`src/rtl/fb_blitter.sv`:
```
// fb_blitter: rectangular sprite copy into the 320x240x12 frame buffer.
//
// Copies a src_w x src_h sprite, stored row-major at src_base in the shared
// single-port SRAM, to the visible buffer at (dst_x, dst_y). Pixels falling
// outside the buffer are skipped but still take their three cycles
// (read, data, write). One SRAM access per cycle at most.
//
// Optional feature: define FB_BLIT_CHROMA_KEY_EN to suppress writes of
// pixels equal to KEY_COLOR (transparent colour).
//
// Ports:
//   clk, reset_n         clock, asynchronous active-low reset
//   start                one-cycle command strobe, sampled only when idle
//   src_base/src_w/src_h sprite source address and size
//   dst_x/dst_y          destination of the sprite's top-left pixel
//   busy, done           copy in progress / one-cycle completion pulse
//   mem_addr/en/we/wdata SRAM request port (registered)
//   mem_rdata            SRAM read data, valid the cycle after the address
module fb_blitter #(
   parameter int unsigned           VBUF_W     = 320,
   parameter int unsigned           VBUF_H     = 240,
   parameter int unsigned           ADDR_WIDTH = 18,
   parameter int unsigned           DATA_WIDTH = 12,
   parameter logic [DATA_WIDTH-1:0] KEY_COLOR  = 'h0F0
) (
   input  logic                  clk,
   input  logic                  reset_n,
   input  logic                  start,
   input  logic [ADDR_WIDTH-1:0] src_base,
   input  logic [8:0]            src_w,
   input  logic [8:0]            src_h,
   input  logic [8:0]            dst_x,
   input  logic [8:0]            dst_y,
   output logic                  busy,
   output logic                  done,
   output logic [ADDR_WIDTH-1:0] mem_addr,
   output logic                  mem_en,
   output logic                  mem_we,
   output logic [DATA_WIDTH-1:0] mem_wdata,
   input  logic [DATA_WIDTH-1:0] mem_rdata
);

   typedef enum logic [2:0] {StIdle, StRd, StDat, StWr, StDone} state_e;

   localparam logic [9:0] VbufW10 = 10'(VBUF_W);
   localparam logic [9:0] VbufH10 = 10'(VBUF_H);

   state_e                r_state;
   logic                  r_busy;
   logic                  r_done;
   logic [ADDR_WIDTH-1:0] r_mem_addr;
   logic                  r_mem_en;
   logic                  r_mem_we;
   // Loaded from mem_rdata in DAT: this register is the pixel latch (pix_q).
   logic [DATA_WIDTH-1:0] r_mem_wdata;

   logic [ADDR_WIDTH-1:0] r_src_base;
   logic [8:0]            r_src_w;
   logic [8:0]            r_src_h;
   logic [8:0]            r_dst_x;
   logic [8:0]            r_dst_y;
   logic [8:0]            r_row;
   logic [8:0]            r_col;

   logic                  w_last_col;
   logic                  w_last_pix;
   logic [8:0]            w_col_nxt;
   logic [8:0]            w_row_nxt;
   logic [ADDR_WIDTH-1:0] w_rd_addr;
   logic [9:0]            w_dx;
   logic [9:0]            w_dy;
   logic                  w_in_bounds;
   logic [ADDR_WIDTH-1:0] w_wr_addr;
   logic                  w_wr_en;

   assign w_last_col = (r_col == r_src_w - 9'd1);
   assign w_last_pix = w_last_col && (r_row == r_src_h - 9'd1);
   assign w_col_nxt  = w_last_col ? 9'd0 : r_col + 9'd1;
   assign w_row_nxt  = w_last_col ? r_row + 9'd1 : r_row;

   // Source address of the pixel following the current one; all terms are
   // ADDR_WIDTH wide so the sum wraps modulo 2^ADDR_WIDTH.
   assign w_rd_addr = r_src_base
                    + ADDR_WIDTH'(w_row_nxt) * ADDR_WIDTH'(r_src_w)
                    + ADDR_WIDTH'(w_col_nxt);

   assign w_dx        = 10'(r_dst_x) + 10'(r_col);
   assign w_dy        = 10'(r_dst_y) + 10'(r_row);
   assign w_in_bounds = (w_dx < VbufW10) && (w_dy < VbufH10);
   assign w_wr_addr   = ADDR_WIDTH'(w_dy) * ADDR_WIDTH'(VBUF_W) + ADDR_WIDTH'(w_dx);

`ifdef FB_BLIT_CHROMA_KEY_EN
   // Decided in DAT from mem_rdata, i.e. the value pix_q holds during WR.
   assign w_wr_en = w_in_bounds && (mem_rdata != KEY_COLOR);
`else
   logic w_unused_key;
   assign w_unused_key = ^KEY_COLOR;
   assign w_wr_en      = w_in_bounds;
`endif

   always_ff @(posedge clk or negedge reset_n) begin
      if (!reset_n) begin
         r_state     <= StIdle;
         r_busy      <= 1'b0;
         r_done      <= 1'b0;
         r_mem_addr  <= '0;
         r_mem_en    <= 1'b0;
         r_mem_we    <= 1'b0;
         r_mem_wdata <= '0;
         r_src_base  <= '0;
         r_src_w     <= '0;
         r_src_h     <= '0;
         r_dst_x     <= '0;
         r_dst_y     <= '0;
         r_row       <= '0;
         r_col       <= '0;
      end else begin
         unique case (r_state)
            StIdle: begin
               r_mem_en <= 1'b0;
               r_mem_we <= 1'b0;
               r_done   <= 1'b0;
               if (start) begin
                  r_src_base <= src_base;
                  r_src_w    <= src_w;
                  r_src_h    <= src_h;
                  r_dst_x    <= dst_x;
                  r_dst_y    <= dst_y;
                  r_row      <= '0;
                  r_col      <= '0;
                  if (src_w == 9'd0 || src_h == 9'd0) begin
                     r_state <= StDone;
                     r_done  <= 1'b1;
                  end else begin
                     // First pixel is (0,0), so its source address is src_base.
                     r_state    <= StRd;
                     r_busy     <= 1'b1;
                     r_mem_addr <= src_base;
                     r_mem_en   <= 1'b1;
                  end
               end
            end
            StRd: begin
               r_state  <= StDat;
               r_mem_en <= 1'b0;
            end
            StDat: begin
               r_state     <= StWr;
               r_mem_addr  <= w_wr_addr;
               r_mem_wdata <= mem_rdata;
               r_mem_en    <= w_wr_en;
               r_mem_we    <= w_wr_en;
            end
            StWr: begin
               r_col <= w_col_nxt;
               r_row <= w_row_nxt;
               r_mem_we <= 1'b0;
               if (w_last_pix) begin
                  r_state  <= StDone;
                  r_busy   <= 1'b0;
                  r_done   <= 1'b1;
                  r_mem_en <= 1'b0;
               end else begin
                  r_state    <= StRd;
                  r_mem_addr <= w_rd_addr;
                  r_mem_en   <= 1'b1;
               end
            end
            StDone: begin
               r_state <= StIdle;
               r_done  <= 1'b0;
            end
            default: begin
               r_state  <= StIdle;
               r_busy   <= 1'b0;
               r_done   <= 1'b0;
               r_mem_en <= 1'b0;
               r_mem_we <= 1'b0;
            end
         endcase
      end
   end

   assign busy      = r_busy;
   assign done      = r_done;
   assign mem_addr  = r_mem_addr;
   assign mem_en    = r_mem_en;
   assign mem_we    = r_mem_we;
   assign mem_wdata = r_mem_wdata;

endmodule
```
`config.mk`:
```
export PLATFORM = sky130hd
export DESIGN_NAME = fb_blitter
export DESIGN_NICKNAME = d
export VERILOG_FILES = /design/src/rtl/fb_blitter.sv
export SDC_FILE = /design/constraint.sdc
export NUM_CORES = 1
export LEC_CHECK = 0
export CORE_MARGIN = 2
export CORE_UTILIZATION = 64
export DETAILED_ROUTE_END_ITERATION = 8
export GPL_ROUTABILITY_DRIVEN = 0
export PLACE_DENSITY = 0.9
export SETUP_SLACK_MARGIN = 0.5
export SYNTH_ARGS = -nofsm -noshare
export SYNTH_HDL_FRONTEND = slang
export SYNTH_SLANG_ARGS = --single-unit
```
`constraint.sdc`:
```
create_clock -name clk -period 16.26 [get_ports clk]
set_clock_uncertainty 0.2 [all_clocks]
set_input_delay 1.626 -clock clk [delete_from_list [all_inputs] [get_ports clk]]
set_output_delay 1.626 -clock clk [all_outputs]
set_load 0.03 [all_outputs]
```
==> results of run 1 <==
## worst max-delay path by stage
stage	slack (ns)	startpoint	end
floorplan	8.81	r_src_w[1]	mem_addr[17]
global placement	7.95	r_src_w[0]	mem_addr[17]
detailed placement	7.60	r_src_w[0]	mem_addr[17]
CTS	7.51	r_src_w[0]	mem_addr[17]
global route	6.98	r_src_w[0]	mem_addr[17]
finish	7.36	r_src_w[0]	mem_addr[17]
## cell families after synthesis
group	Yosys count	share of synthesized area [%]
muxes	78	8.515
DFF	109	26.11
AOI/OAI and AO/OA	188	12.01
xor gates and xnor gates	74	6.874
buffers and inverters	187	7.018
and+or+nand+nor	296	13.94
adders and majority gates	167	25.53
## layout by cell type (no fill, tap or decap), types with 13 or more instances in the layout
cell type / n
xor2_1: 28
a21oi_1: 30
nand3_1: 15
nor2_1: 62
clkdlybuf4s50_1: 101
inv_1: 146
a21o_1: 13
nand2_1: 107
and2_1: 32
ha_1: 90
nor3_1: 14
mux2_2: 63
xnor2_1: 39
dfrtp_1: 109
o21ai_0: 65
fa_1: 77
## metrics by stage
stage	cell area [um^2]	hold slack (ns)	setup WS [ns]
finish	11920	0.2984	7.357
global route	11920	0.3161	6.977
CTS	11920	0.3046	7.512
detailed placement	11610	0.2869	7.597
global placement	11610	0.2865	7.951
floorplan	10450	0.2875	8.814
## metal layers
metal	routed length (um)	global-route usage [%]	vias to the layer above
li1	-	-	3859
met1	10340	39.29	4171
met2	13040	54.07	476
met3	2300	6.421	121
met4	1610	19.93	0
met5	0	0	-
## layout make-up
cell class | count | area [um^2]
clock buffers | 9 | 225.2
clock inverters | 7 | 82.58
fillers | 1110 | 4020
inverters | 147 | 551.8
multi-input cells | 803 | 6994
flip-flops and latches | 109 | 2728
well taps | 216 | 270.3
repair buffers | 109 | 1071
## sequential cells by signal, summed over array words and instances, names as in the netlist
register    flops
r_src_h         9
r_col           9
busy            1
r_src_w         9
r_dst_x         9
mem_wdata      12
mem_en          1
r_row           9
r_src_base     18
r_state         3
r_dst_y         9
mem_addr       18
done            1
mem_we          1
## power by group
group          switching, uW  internal (uW)  total [uW]
logic                    986            722        1710
clock network            114            122         236
registers                144            393         537
total                   1240           1240        2480
==> out/results.env, run 1 <==
STATUS='complete, no violations'
DETAILROUTE.VIA_COUNT=8627
R2R_CELLS=27
WIRE_LENGTH_OF_THE_FIRST_GLOBAL_ROUTING_PASS_UM=44770
TRITONCTS_CLOCK_TREE='yes'
RR_ENDPOINT='mem_addr[17]'
SYNTH.YOSYS.WARNINGS=0
FLOPS_LATCHES_SYNTH=109
STARTING_DENSITY_OF_THE_CORE_PCT=65.53
DETAILEDROUTE.FIRSTITERATIONVIOLATIONS=763
TRITONCTS_NUM_SINKS=109
CHIPWIDTH_UM=131.8
SYNTHESIS.AREA_UM2=10450
MAXIMUM_NUMBER_OF_PINS_ON_ONE_NET_BEFORE_GLOBAL_ROUTE_REPAIR=62
YS_TOP_CELLS_BY_AREA='dfrtp_1 26%, fa_1 15%, ha_1 11%'
PLACED_CELLS=1384
YS_SEQ_AREA_SHARE_PCT=26.11
POST_ROUTE_MINIMUM_PERIOD_NS=8.903
DRIVE_GT1_SHARE_PCT=10.05
POWER.TOTAL_uW=2482
PEAKVDDDROP_V=0.0001373
TCRIT_TCLK_FINAL_PCT=54.76
CRITPATHTOPFAMILY='adder cells'
CLK_LATENCY_NS=0.37
CORE_REGION_AREA_UM2=15940
NUM-NETS-FINAL=1415
TOTAL_LEAKAGE_POWER_uW=0.005659
FIRST_GLOBAL_VIAS=8847
CLK_TRANSITION_REPORTED_PATHS_NS=0.08
TIMING.FMAX_MHz=112.3
POST_DRT_VIA_CELL_RATIO=6.162
POSTSYNTHNETCOUNT=1335
WORST_SETUP_PATH_START_KIND='flop'
CTS.ROOT.BUFFER_CELL='clkbuf_16'
WORST_SLEW_PIN_SLEW_NS=1.265
SYNTH_AREA_LEADER_CELL='dfrtp_1'
HP_START='done'
CTS_BUFFER_DEPTH=2
ANTENNA-DIODE-COUNT=0
FINAL_SETUP_VIOLS=0
OVERALL_DIE_AREA_UM2=17360
TIMING.CRITICAL_PATH.SLOWEST_CELL_DELAY_NS=1.03
SETUP-TNS-FINAL_NS=0
SYNTH-EDFF-COUNT=0
ANTENNA_FOUND_INITIAL=0
CTS_REPAIR_RESIZE_COUNT=0
TIMING.MAX_SLEW.REL_SLACK_PCT=14.57
AREAGROWTHSYNTHTOFINISH_PCT=14.12
TOP_FF_CELL_SYNTH='dfrtp_1'
HOLDCRITPATHCLASS='reg -> reg'
SLOWEST_LIBRARY_CELL_ON_THE_WORST_PATH='o41ai_1'
CRIT-REG2REG-LAUNCH='r_src_w[0]'
SYNTH_MOST_COMMON_CELL='inv_1'
SYNTHARSTFLOPSHARE_PCT=100.0
CTS-HOLD-FIX-BUFFERS=0
PATH_MAX_FANOUT=20
ROUTEDWLPERCELL_UM=19.49
GRT_SETUP_UNREPAIRED='no'
CTS_BUFFERS=9
CHIPHEIGHT_UM=131.8
POSTSYNTHCELLCOUNT=1099
CORE_UTILIZATION_OF_THE_FINISHED_LAYOUT_PCT=74.78
SETUP.WORST_PATH.CLASS='reg -> reg'
POSTSYNTHAREAPERCELL_UM2=9.506
SYNTHDOMINANTCELLAREASHARE_PCT=26.11
CORE.ROWCOUNT=46
WORST_EP_ARRIVAL_TIME_NS=8.97
IOS=103
FINALWIRELENGTH_UM=27290
PLACEMENT.IO_BUFFERS=102
WORSTPATHBUFFERINVERTERCOUNT=4
GRT_OVERFLOW_TOTAL=0
PLACE_HPWL_UM=20550
CAP_VIOLATIONS=0
DRTANTENNAVIOLNETS=0
CRITPATHREQUIREDTIME_NS=16.32
MOST_INSTANTIATED_CELLS_AFTER_SYNTHESIS='146 x inv_1, 109 x dfrtp_1, 107 x nand2_1'
GR-USAGE-ALL-LAYERS_PCT=32.55
SETUP_FIX_BUFFERS_ADDED_AFTER_CLOCK_TREE_SYNTHESIS=0
SETUP.REG_TO_REG.WORST_SLACK_NS=7.36
MIN_PATH_CELLS=1
CRITICAL_PATH.ENDPOINT_TYPE='flop'
ROUTE.DETAILED.DRC=0
FIRSTDRTPASSITERS=7
FINALHOLDVIOLCOUNT=0
LOGIC_DEPTH_OF_THE_WORST_PATH_BUFFERS_INCLUDED=27
MIN_DELAY_WORST_ENDPOINT='done'
SYNTH_CELL_TYPE_COUNT=73
LAYOUTNONFILLERINSTCOUNT=1400
POWER.DENSITY_nW_PER_UM2=208.2
CTS_HTREE_LEVELS=3
TIMING.FINAL.MAX_SLEW_VIOLATIONS=0
No activity file was read; power rests on OpenSTA's default activity.
==> run 2, diff against run 1 <==
Settings changed: CORE_UTILIZATION 64 to 59, PLACE_DENSITY 0.9 to 0.84.
Clock period 16.26 ns to 8.4 ns, I/O delays scaled along.
==> out/results.env, run 2 (synthesis results as in run 1) <==
STATUS='complete, no violations'
PLACEMENT.IO_BUFFERS=102  # unchanged
WIRE_LENGTH_OF_THE_FIRST_GLOBAL_ROUTING_PASS_UM=43100  # -3.7%
PEAKVDDDROP_V=0.0002618  # +91%
ANTENNA-DIODE-COUNT=0  # unchanged
LOGIC_DEPTH_OF_THE_WORST_PATH_BUFFERS_INCLUDED=28  # +3.7%
WORST_SETUP_PATH_ENDPOINT='mem_addr[16]'
POWER_FRAC_SEQ_PCT=20.9  # -0.7 points
POWER.TOTAL_uW=4851  # +95%
OVERALL_DIE_AREA_UM2=18790  # +8.2%
STARTING_DENSITY_OF_THE_CORE_PCT=60.40  # -5.1 points
P_SW_uW=2397  # +93%
ANTENNA_FOUND_INITIAL=0  # unchanged
CRITPATHREQUIREDTIME_NS=8.49  # -7.83 ns
SLOWEST_LIBRARY_CELL_ON_THE_WORST_PATH='fa_1'
RR_ENDPOINT='mem_addr[16]'
CTS-HOLD-FIX-BUFFERS=0  # unchanged
TOTAL_LEAKAGE_POWER_uW=0.005825  # +2.9%
CLK_TRANSITION_REPORTED_PATHS_NS=0.08  # about the same
FINALWIRELENGTH_UM=27520  # +0.86%
CLK_LATENCY_NS=0.37  # about the same
MAXIMUM_NUMBER_OF_PINS_ON_ONE_NET_BEFORE_GLOBAL_ROUTE_REPAIR=68  # +9.7%
TIMING.CRITICAL_PATH.SLOWEST_CELL_DELAY_NS=0.54  # -0.49 ns
HOLDCRITPATHCLASS='in -> async'
ROUTE.DETAILED.DRC=0  # unchanged
CHIPHEIGHT_UM=137.1  # +4.0%
DETAILROUTE.VIA_COUNT=8675  # +0.56%
POST_ROUTE_MINIMUM_PERIOD_NS=7.799  # -1.104 ns
CTS_BUFFERS=9  # unchanged
INTERNAL-POWER_uW=2454  # +98%
COMBINATIONAL_CELL_FRACTION_OF_TOTAL_POWER_PCT=70.3  # +1.5 points
GRT_SETUP_UNREPAIRED='yes'
NUM-NETS-FINAL=1444  # +2.0%
LAYOUT_COMMON_CELLS='144 x inv_1, 107 x nand2_1, 105 x dfrtp_1'
CHIPWIDTH_UM=137.1  # +4.0%
MULTI_INPUT_AREA_UM2=7236  # +3.5%
AREA.SEQUENTIAL_UM2=2735  # +0.27%
SETUP-TNS-FINAL_NS=0  # unchanged
TIMING.MAX_SLEW.REL_SLACK_PCT=27.52  # +13 points
MOST_FREQUENT_CELL_ON_CRITICAL_PATH='fa_1'
CTS_HTREE_LEVELS=3  # unchanged
TIMING.FINAL.MAX_SLEW_VIOLATIONS=0  # unchanged
GRT_OVERFLOW_TOTAL=0  # unchanged
POST_DRT_VIA_CELL_RATIO=6.033  # -2.1%
LAYOUT.FILLER_CELLS=1232  # +11%
POWER.SWITCHING_FRACTION_PCT=49.41  # -0.73 points
DETAILEDROUTE.FIRSTITERATIONVIOLATIONS=731  # -4.2%
TRITONCTS_NUM_SINKS=109  # unchanged
CRIT-REG2REG-LAUNCH='r_src_w[1]'
CRITPATHTOPFAMILY='adder cells'
DRTANTENNAVIOLNETS=0  # unchanged
CORE_REGION_AREA_UM2=17300  # +8.5%
POWER_FRAC_CLOCK_PCT=8.8  # -0.7 points
PATH_MAX_FANOUT=8  # -60%
FIRSTDRTPASSITERS=5  # -2
POWER.DENSITY_nW_PER_UM2=392.0  # +88%
IOS=103  # unchanged
WORST_SLEW_PIN_SLEW_NS=1.083  # -0.1817 ns
WORSTPATHBUFFERINVERTERCOUNT=6  # +2
PLACE_HPWL_UM=20010  # -2.6%
FINAL_SETUP_VIOLS=0  # unchanged
CRITICAL_PATH.ENDPOINT_TYPE='flop'
CP-STARTPOINT='r_src_w[1]'
COMMONEST_NON_FILL_NON_TAP_CELL_IN_THE_LAYOUT='inv_1'
TIMING.FMAX_MHz=128.2  # +14%
AREAGROWTHSYNTHTOFINISH_PCT=18.45
CORE.ROWCOUNT=48  # +4.3%
R2R_CELLS=28  # +3.7%
GR-USAGE-ALL-LAYERS_PCT=29.47  # -3.1 points
CTS.ROOT.BUFFER_CELL='clkbuf_16'
ROUTEDWLPERCELL_UM=19.14  # -1.8%
SETUP.WORST_PATH.CLASS='reg -> reg'
WORST_SETUP_PATH_START_KIND='flop'
CTS_BUFFER_DEPTH=2  # unchanged
TRITONCTS_CLOCK_TREE='yes'
SETUP.REG_TO_REG.WORST_SLACK_NS=0.60  # -6.76 ns
DRIVE_GT1_SHARE_PCT=14.18  # +4.1 points
CAP_VIOLATIONS=0  # unchanged
WORST_EP_ARRIVAL_TIME_NS=7.88  # -1.09 ns
TCRIT_TCLK_FINAL_PCT=92.85  # +38 points
FIRST_GLOBAL_VIAS=8609  # -2.7%
FINALHOLDVIOLCOUNT=0  # unchanged
run 2: cell types whose count changed in the layout (fill, tap and decap cells not counted), sizes merged:
cell and delta:
clkinvlp -2, clkbuf +1, bufinv -1, xnor2 +2, clkinv +2, buf +27
run 2: worst reg2reg max path: cells and delay by family (launching register included):
kind            cells  cell delay (ns)
compound gates      9             2.26
flops               1             0.45
buf+inv             6             0.51
xor+xnor            2             0.50
simple gates        4             0.78
fa+ha+maj           7             3.00
run 2: layout make-up:
cell class                 instances  area share (%)
clock buffer                      10           1.850
clock inverter                     6          0.4550
inverter                         147           4.459
multi-input combinational        805           58.47
sequential                       109           22.10
tap                              225           2.275
timing repair buffer             136           10.39
run 2: timing repair:
item | 4_1_cts | 5_1_grt
pin swaps | 3 | 17
setup endpoints to repair | 6 | 9
cloned | 0 | 2
setup buffers | 4 | 15
gates resized for setup | 7 | 32
run 2: stage by stage:
step	area [um^2]	hold WS [ns]	worst slack, ns	cells	util [%]
floorplan	10450	0.2875	0.9542	1099	-
global placement	11690	0.2842	0.3992	1401	67.56
detailed placement	11690	0.2868	0.2859	1401	67.56
CTS	12050	0.2723	0.5042	1421	69.68
global route	12380	0.3036	0.3290	1438	71.55
finish	12380	0.2521	0.6005	1438	71.55
run 2: per-layer routing:
metal	global-route usage, %	wire length, um	part of all wire [%]
met1	38.97	11130	40
met2	46.32	12730	46
met3	5.926	2336	8.5
met4	14.43	1330	4.8
met5	0	0	0
run 2: worst min path at each step:
stage / cells past startpoint / start / slack (ns) / end
final: 1 / reset_n / 0.25 / r_dst_x[1]
after CTS: 1 / reset_n / 0.27 / r_dst_x[1]
after global placement: 1 / done / 0.28 / done
after global routing: 1 / reset_n / 0.30 / r_dst_x[1]
after floorplan: 1 / r_src_base[2] / 0.29 / r_src_base[2]
after detailed placement: 1 / done / 0.29 / done
run 2: power by group through the flow:
| stage | clock network [uW] | logic [uW] | registers, uW |
|---|---|---|---|
| after global routing | 456 | 3750 | 1040 |
| after detailed placement | 0 | 3160 | 1020 |
| final | 429 | 3410 | 1010 |
| after global placement | 0 | 3070 | 1010 |
| after CTS | 434 | 3200 | 1020 |
| after floorplan | 0 | 2250 | 1070 |
